`config.mk`:
```
export PLATFORM = sky130hd
export DESIGN_NAME = bawsss_mem_arbiter_flat
export DESIGN_NICKNAME = d
export VERILOG_FILES = /design/src/rtl/bawsss_mem_arbiter_if.sv /design/src/rtl/bawsss_mem_arbiter.sv /design/src/flat_wrapper.sv
export SDC_FILE = /design/constraint.sdc
export NUM_CORES = 1
export LEC_CHECK = 0
export CORE_ASPECT_RATIO = 1.25
export CORE_UTILIZATION = 50
export DETAILED_ROUTE_END_ITERATION = 8
export DONT_BUFFER_PORTS = 1
export HOLD_SLACK_MARGIN = 0.05
export PLACE_DENSITY = 0.7
export SLEW_MARGIN = 20
export SYNTH_ARGS = -nofsm -noshare
export SYNTH_HDL_FRONTEND = slang
export SYNTH_SLANG_ARGS = --single-unit
```
`constraint.sdc`:
```
create_clock -name clk -period 5.93 [get_ports clk]
set_input_delay 1.186 -clock clk [delete_from_list [all_inputs] [get_ports clk]]
set_output_delay 1.186 -clock clk [all_outputs]
set_load 0.05 [all_outputs]
```
`src/rtl/bawsss_mem_arbiter_if.sv`:
```
// Request/response and memory bus bundle for the two-requester memory arbiter.
// The slave modport is the arbiter's view; master is the requesters-plus-memory side.
interface bawsss_mem_arbiter_if #(
    parameter int ADDR_W = 16,
    parameter int DATA_W = 16
);
    logic              req0_valid;
    logic              req0_write;
    logic [ADDR_W-1:0] req0_addr;
    logic [DATA_W-1:0] req0_wdata;
    logic              req0_ready;
    logic              req0_rvalid;
    logic [DATA_W-1:0] req0_rdata;

    logic              req1_valid;
    logic              req1_write;
    logic [ADDR_W-1:0] req1_addr;
    logic [DATA_W-1:0] req1_wdata;
    logic              req1_ready;
    logic              req1_rvalid;
    logic [DATA_W-1:0] req1_rdata;

    logic              mem_en;
    logic              mem_we;
    logic [ADDR_W-1:0] mem_addr;
    logic [DATA_W-1:0] mem_wdata;
    logic [DATA_W-1:0] mem_rdata;
    logic              busy;

    modport slave (
        input  req0_valid, req0_write, req0_addr, req0_wdata,
        input  req1_valid, req1_write, req1_addr, req1_wdata,
        input  mem_rdata,
        output req0_ready, req0_rvalid, req0_rdata,
        output req1_ready, req1_rvalid, req1_rdata,
        output mem_en, mem_we, mem_addr, mem_wdata, busy
    );

    modport master (
        output req0_valid, req0_write, req0_addr, req0_wdata,
        output req1_valid, req1_write, req1_addr, req1_wdata,
        output mem_rdata,
        input  req0_ready, req0_rvalid, req0_rdata,
        input  req1_ready, req1_rvalid, req1_rdata,
        input  mem_en, mem_we, mem_addr, mem_wdata, busy
    );
endinterface

```
`src/rtl/bawsss_mem_arbiter.sv`:
```
// Round-robin arbiter sharing one single-port memory between the CPU data port
// and the loader/debug port, with an issue/wait/respond access sequence.
module bawsss_mem_arbiter #(
    parameter int ADDR_W  = 16,
    parameter int DATA_W  = 16,
    parameter int MEM_LAT = 1
) (
    input  logic                  clk,
    input  logic                  rst,
    bawsss_mem_arbiter_if.slave   bus
);
    typedef enum logic [1:0] {IDLE, ISSUE, WAIT, RESP} state_t;

    localparam logic [2:0] LAT_INIT = 3'(MEM_LAT);

    state_t            state_reg, state_next;
    logic              last_grant_reg, last_grant_next;
    logic              gnt_id_reg, gnt_id_next;
    logic [2:0]        lat_cnt_reg, lat_cnt_next;
    logic              we_reg, we_next;
    logic [ADDR_W-1:0] addr_reg, addr_next;
    logic [DATA_W-1:0] wdata_reg, wdata_next;
    logic [DATA_W-1:0] rdata_reg [2];

    logic [1:0]        valid_vec;
    logic [1:0]        ready_vec;
    logic [1:0]        rvalid_vec;
    logic              win_id;
    logic              cap_en;
    logic              mem_en;
    logic              mem_we;

    assign valid_vec = {bus.req1_valid, bus.req0_valid};

    always_ff @(posedge clk) begin
        if (!rst) begin
            state_reg      <= IDLE;
            last_grant_reg <= 1'b1;
            gnt_id_reg     <= 1'b0;
            lat_cnt_reg    <= 3'd0;
            we_reg         <= 1'b0;
            addr_reg       <= '0;
            wdata_reg      <= '0;
        end else begin
            state_reg      <= state_next;
            last_grant_reg <= last_grant_next;
            gnt_id_reg     <= gnt_id_next;
            lat_cnt_reg    <= lat_cnt_next;
            we_reg         <= we_next;
            addr_reg       <= addr_next;
            wdata_reg      <= wdata_next;
        end
    end

    always_comb begin
        state_next      = state_reg;
        last_grant_next = last_grant_reg;
        gnt_id_next     = gnt_id_reg;
        lat_cnt_next    = lat_cnt_reg;
        we_next         = we_reg;
        addr_next       = addr_reg;
        wdata_next      = wdata_reg;
        ready_vec       = 2'b00;
        rvalid_vec      = 2'b00;
        cap_en          = 1'b0;
        mem_en          = 1'b0;
        mem_we          = 1'b0;
        // On a tie the requester that did not win last time takes the slot.
        win_id          = (valid_vec == 2'b11) ? ~last_grant_reg : valid_vec[1];

        case (state_reg)
            IDLE: begin
                if (rst && (valid_vec != 2'b00)) begin
                    ready_vec[win_id] = 1'b1;
                    gnt_id_next       = win_id;
                    last_grant_next   = win_id;
                    we_next           = win_id ? bus.req1_write : bus.req0_write;
                    addr_next         = win_id ? bus.req1_addr  : bus.req0_addr;
                    wdata_next        = win_id ? bus.req1_wdata : bus.req0_wdata;
                    state_next        = ISSUE;
                end
            end
            ISSUE: begin
                mem_en = 1'b1;
                mem_we = we_reg;
                if (we_reg) begin
                    state_next = IDLE;
                end else begin
                    lat_cnt_next = LAT_INIT;
                    state_next   = WAIT;
                end
            end
            WAIT: begin
                lat_cnt_next = lat_cnt_reg - 3'd1;
                if (lat_cnt_reg == 3'd1) begin
                    cap_en     = 1'b1;
                    state_next = RESP;
                end
            end
            RESP: begin
                rvalid_vec[gnt_id_reg] = 1'b1;
                state_next             = IDLE;
            end
            default: state_next = IDLE;
        endcase
    end

    genvar gi;
    generate
        for (gi = 0; gi < 2; gi++) begin : g_rdata
            always_ff @(posedge clk) begin
                if (!rst) begin
                    rdata_reg[gi] <= '0;
                end else if (cap_en && (gnt_id_reg == 1'(gi))) begin
                    rdata_reg[gi] <= bus.mem_rdata;
                end
            end
        end
    endgenerate

    assign bus.req0_ready  = ready_vec[0];
    assign bus.req1_ready  = ready_vec[1];
    assign bus.req0_rvalid = rvalid_vec[0];
    assign bus.req1_rvalid = rvalid_vec[1];
    assign bus.req0_rdata  = rdata_reg[0];
    assign bus.req1_rdata  = rdata_reg[1];
    assign bus.mem_en      = mem_en;
    assign bus.mem_we      = mem_we;
    assign bus.mem_addr    = addr_reg;
    assign bus.mem_wdata   = wdata_reg;
    assign bus.busy        = (state_reg != IDLE);
endmodule

```
`src/flat_wrapper.sv`:
```
// flat-port wrapper written by rule: the top's interface ports become plain ports
module bawsss_mem_arbiter_flat 
#(
    parameter int ADDR_W  = 16,
    parameter int DATA_W  = 16,
    parameter int MEM_LAT = 1
)
  (clk, rst, bus_req0_valid, bus_req0_write, bus_req0_addr, bus_req0_wdata, bus_req1_valid, bus_req1_write, bus_req1_addr, bus_req1_wdata, bus_mem_rdata, bus_req0_ready, bus_req0_rvalid, bus_req0_rdata, bus_req1_ready, bus_req1_rvalid, bus_req1_rdata, bus_mem_en, bus_mem_we, bus_mem_addr, bus_mem_wdata, bus_busy);
  bawsss_mem_arbiter_if #(.ADDR_W(ADDR_W), .DATA_W(DATA_W)) bus_i ();
  input  logic clk;
  input  logic rst;
  input wire logic [$bits(bus_i.req0_valid)-1:0] bus_req0_valid;
  input wire logic [$bits(bus_i.req0_write)-1:0] bus_req0_write;
  input wire logic [$bits(bus_i.req0_addr)-1:0] bus_req0_addr;
  input wire logic [$bits(bus_i.req0_wdata)-1:0] bus_req0_wdata;
  input wire logic [$bits(bus_i.req1_valid)-1:0] bus_req1_valid;
  input wire logic [$bits(bus_i.req1_write)-1:0] bus_req1_write;
  input wire logic [$bits(bus_i.req1_addr)-1:0] bus_req1_addr;
  input wire logic [$bits(bus_i.req1_wdata)-1:0] bus_req1_wdata;
  input wire logic [$bits(bus_i.mem_rdata)-1:0] bus_mem_rdata;
  output wire logic [$bits(bus_i.req0_ready)-1:0] bus_req0_ready;
  output wire logic [$bits(bus_i.req0_rvalid)-1:0] bus_req0_rvalid;
  output wire logic [$bits(bus_i.req0_rdata)-1:0] bus_req0_rdata;
  output wire logic [$bits(bus_i.req1_ready)-1:0] bus_req1_ready;
  output wire logic [$bits(bus_i.req1_rvalid)-1:0] bus_req1_rvalid;
  output wire logic [$bits(bus_i.req1_rdata)-1:0] bus_req1_rdata;
  output wire logic [$bits(bus_i.mem_en)-1:0] bus_mem_en;
  output wire logic [$bits(bus_i.mem_we)-1:0] bus_mem_we;
  output wire logic [$bits(bus_i.mem_addr)-1:0] bus_mem_addr;
  output wire logic [$bits(bus_i.mem_wdata)-1:0] bus_mem_wdata;
  output wire logic [$bits(bus_i.busy)-1:0] bus_busy;
  assign bus_i.req0_valid = bus_req0_valid;
  assign bus_i.req0_write = bus_req0_write;
  assign bus_i.req0_addr = bus_req0_addr;
  assign bus_i.req0_wdata = bus_req0_wdata;
  assign bus_i.req1_valid = bus_req1_valid;
  assign bus_i.req1_write = bus_req1_write;
  assign bus_i.req1_addr = bus_req1_addr;
  assign bus_i.req1_wdata = bus_req1_wdata;
  assign bus_i.mem_rdata = bus_mem_rdata;
  assign bus_req0_ready = bus_i.req0_ready;
  assign bus_req0_rvalid = bus_i.req0_rvalid;
  assign bus_req0_rdata = bus_i.req0_rdata;
  assign bus_req1_ready = bus_i.req1_ready;
  assign bus_req1_rvalid = bus_i.req1_rvalid;
  assign bus_req1_rdata = bus_i.req1_rdata;
  assign bus_mem_en = bus_i.mem_en;
  assign bus_mem_we = bus_i.mem_we;
  assign bus_mem_addr = bus_i.mem_addr;
  assign bus_mem_wdata = bus_i.mem_wdata;
  assign bus_busy = bus_i.busy;
  bawsss_mem_arbiter #(.ADDR_W(ADDR_W), .DATA_W(DATA_W), .MEM_LAT(MEM_LAT)) u_core (.clk(clk), .rst(rst), .bus(bus_i));
endmodule
```
==> metrics.md <==
| Metric | Value |
|---|---|
| Most frequent cell after synthesis | nand2_1 |
| Slowest cell on crit path | nor2_1 |
| Synth top area share | 0.288 |
| CP Buf/Inv Count | 0 |
| Compound-Gate Fraction of Synth Area | 0.220 |
| Final setup fails | 0 |
| RSZ-0062 raised after global routing | false |
| GP Congestion | 0.721 |
| Die area | 7010 um2 |
| PostCTS Resize Cnt | 0 |
| Maximum VDD drop | about 0.00017 V |
| Post-Syn Area per Cell | 10.7 um2 |
| Pwr per Cell Area | 365 nW/um2 |
| Area delta synth->final | 6.44% |
| Share of layout cells above drive strength 1 | 0.205 |
| Register area | 1760 um2 |
| Area of the mapped netlist | roughly 3300 um2 |
| Static Leak | 1.25 nW |
| Max FFs per register | 32 |
| Skew final | 0.00940 ns |
| CTS Buf Count | 9 |
| Worst reg2reg path endpoint | u_core.rdata_reg[0][6] |
| Largest net degree at the start of global routing | 37 |
| Setup TNS | 0 ns |
| Post-cts hold buffer count | 0 |
| Total GRT Usage | 0.213 |
| Slew Limit Fails | 0 |
| Fill cell count | roughly 580 |
| Fraction of the mapped netlist area in adder cells | 0.00749 |
| Worst Hold Launch | u_core.gnt_id_reg |
| Total clock sinks | 72 |
| Post-synthesis xor/xnor area fraction | 0 |
| Syn Nets | 399 |
| Drt drc | 0 |
| CTS clk-pin slew, worst paths | 0.08 ns |
| GRT overflow | 0 |
| Drt first pass iters | 4 |
| CP peak stage delay | about 0.69 ns |
| DP Wirelength | 5.00 mm |
| CP Cell Sequence | or2_2 > nand2_1 > nor2_1 |
| Net switching fraction of the power | 0.363 |
| Seq/Total Area, Yosys | 0.528 |
| Startpoint types | input port |
| Initial Util | 0.528 |
| Vias | ~2300 |
| Hold Crit Class | reg2reg |
| Clk pwr share | 0.306 |
| Yosys top cell by area | edfxtp_1 |
| Total Wirelength | 7.41 mm |
| Antenna Nets Post-Route | 0 |
| Hold Crit Depth | 2 |
| Syn. warnings | 0 |
| CTS H-tree depth | 3 |
| Vias in the first global route | 2082 |
| Critical path class | in2out |
| Skew-Pair Late Insertion Delay | 0.35 ns |
| Io pins | 157 |
| Logic pwr share | 0.142 |
| Sw power | 471 uW |
| CP arrival | 2.54 ns |
| Worst Setup Slack, final | 2.20 ns |
| Status | finished, final reports clean |
| Largest family of logic cells by synthesized area | compound AO/OA/AOI/OAI gates |
| DR iter-0 viols | 59 |
| Worst-margin pin slew | approximately 0.90 ns |
| Reg-to-reg setup timing slack | 3.98 ns |
| Cell variety after synth | 33 |
| Min cycle time layout | 3.73 ns |
| Top post-synthesis cells by count | nand2_1, dfxtp_1, a21oi_1 |
| Yosys reg bits | 72 |
| Multiplexer area fraction after synthesis | 0.00337 |
| FP Rows | 32 |
| Async SR Flop Fraction | 0 |
| Nets | 391 |
| Internal Power | 825 uW |
| Crit-path max FO | 36 |
| Max transition margin | 0.397 |
| Clock root buffer | clkbuf_8 |
| First-pass GRT wire length | 11.0 mm |
| Critical Path RT | 4.74 ns |
| Final Cycle Share | 0.629 |
| MaxCap Viol Count | 0 |
| Die W | 75.1 um |
| Syn Inst Count | 311 |
| Longest Clk Path Bufs | 2 |
| Area of the multi-input gates | 1410 um2 |
| Wire length per cell | roughly 19 um |
| Seq pwr share | 0.553 |
| TritonCTS clock tree | built |
| Crit. End Element | output pin |
| Post-synth EDFFs | 32 |
| Worst Reg-to-Reg Cells | 3 |
| Worst Hold End | u_core.gnt_id_reg |
| Simple-Gate Fraction of Synth Area | 0.187 |
| Port Buffers | 0 |
| Die height | 93.4 um |
| Area contributors post-synth | edfxtp_1, dfxtp_1, a311oi_2 |
| Via-per-instance ratio | 5.80 |
| Hold Violations, Final | 0 |
| Post-CTS Setup Bufs | 0 |
| Initial antenna violation count | 0 |
| Delay-heaviest family, CP | simple AND/OR/NAND/NOR gates |
| Top FF cell, synth | dfxtp_1 |
| Number of diodes | 0 |
| Total core area | 6330 um2 |
| Max frequency | 0.268 GHz |
| Post-Place Worst Slack | between 2 and 2.5 ns |
==> worst max-delay path by stage <==
stage                    from              to  slack [ns]  depth (start not counted)
2_1_floorplan             rst  bus_req0_ready        2.23                          5
3_3_place_gp   bus_req0_valid  bus_req0_ready        2.19                          3
3_5_place_dp   bus_req0_valid  bus_req0_ready        2.21                          3
4_1_cts        bus_req0_valid  bus_req0_ready        2.21                          3
5_1_grt                   rst  bus_req0_ready        2.15                          3
6_report       bus_req0_valid  bus_req0_ready        2.20                          3
==> cell families after synthesis <==
logic type / after synthesis
adders and majority gates: 2
buffers and inverters: 30
and+or+nand+nor: 124
DFF: 72
muxes: 1
AOI/OAI and AO/OA: 82
==> cell type report <==
| class | count | share of cell area |
|---|---|---|
| inverters | 5 | 0.00528 |
| flip-flops and latches | 72 | 0.496 |
| clock inverters | 7 | 0.0222 |
| well taps | 85 | 0.0299 |
| clock buffers | 9 | 0.0348 |
| multi-input cells | 209 | 0.396 |
| repair buffers | 6 | 0.0162 |
==> stage by stage <==
stage	area, um2	total power [mW]	util	hold slack [ns]	std cells
after global placement	3330	0.904	0.527	0.490	376
after CTS	3530	1.30	0.559	0.499	392
final	3550	1.30	0.562	0.495	393
after detailed placement	3330	0.909	0.527	0.487	376
after global routing	3550	1.35	0.562	0.525	393
after floorplan	3340	0.883	-	0.462	311
==> power groups by stage <==
stage | Clock (mW) | Sequential, mW | Combinational, mW
3_5_place_dp | 0 | 0.728 | 0.182
4_1_cts | 0.404 | 0.717 | 0.181
2_1_floorplan | 0 | 0.712 | 0.171
5_1_grt | 0.428 | 0.723 | 0.202
3_3_place_gp | 0 | 0.727 | 0.177
6_report | 0.396 | 0.716 | 0.184
==> tightest hold or removal path: stages (launching register included) <==
cell and delay [ns]:
dfxtp_1 0.32, o21ai_0 0.07, a21oi_1 0.06
==> layer usage <==
layer,track usage,vias up,share of wire
met2,0.339,124,0.48
met3,0.0776,12,0.11
met4,0.107,0,0.022
met5,0,-,0
met1,0.249,1047,0.39
li1,-,1095,-
==> cell usage in the layout (no fill, tap or decap) <==
master and instances:
dfxtp_1 40, a21bo_2 1, ha_1 2, a311oi_1 5
nand3_1 2, a211oi_1 2, clkinvlp_4 3, nor3b_4 1
buf_4 5, inv_6 3, a21boi_2 1, buf_12 1
mux2_2 1, and4_1 1, clkinv_1 1, a21oi_1 38
nor3_2 2, nor2_4 1, bufinv_16 1, nor2b_1 1
a311oi_2 28, nor4_1 1, nand2_1 68, or2_2 2
o21a_1 2, edfxtp_1 32, o31ai_2 2, nor2_1 7
and2_1 33, o21ai_0 3, nand2b_4 1, clkbuf_8 9
inv_1 4, nand2b_1 3, or3b_4 1
(Power assumes the default switching activity.)
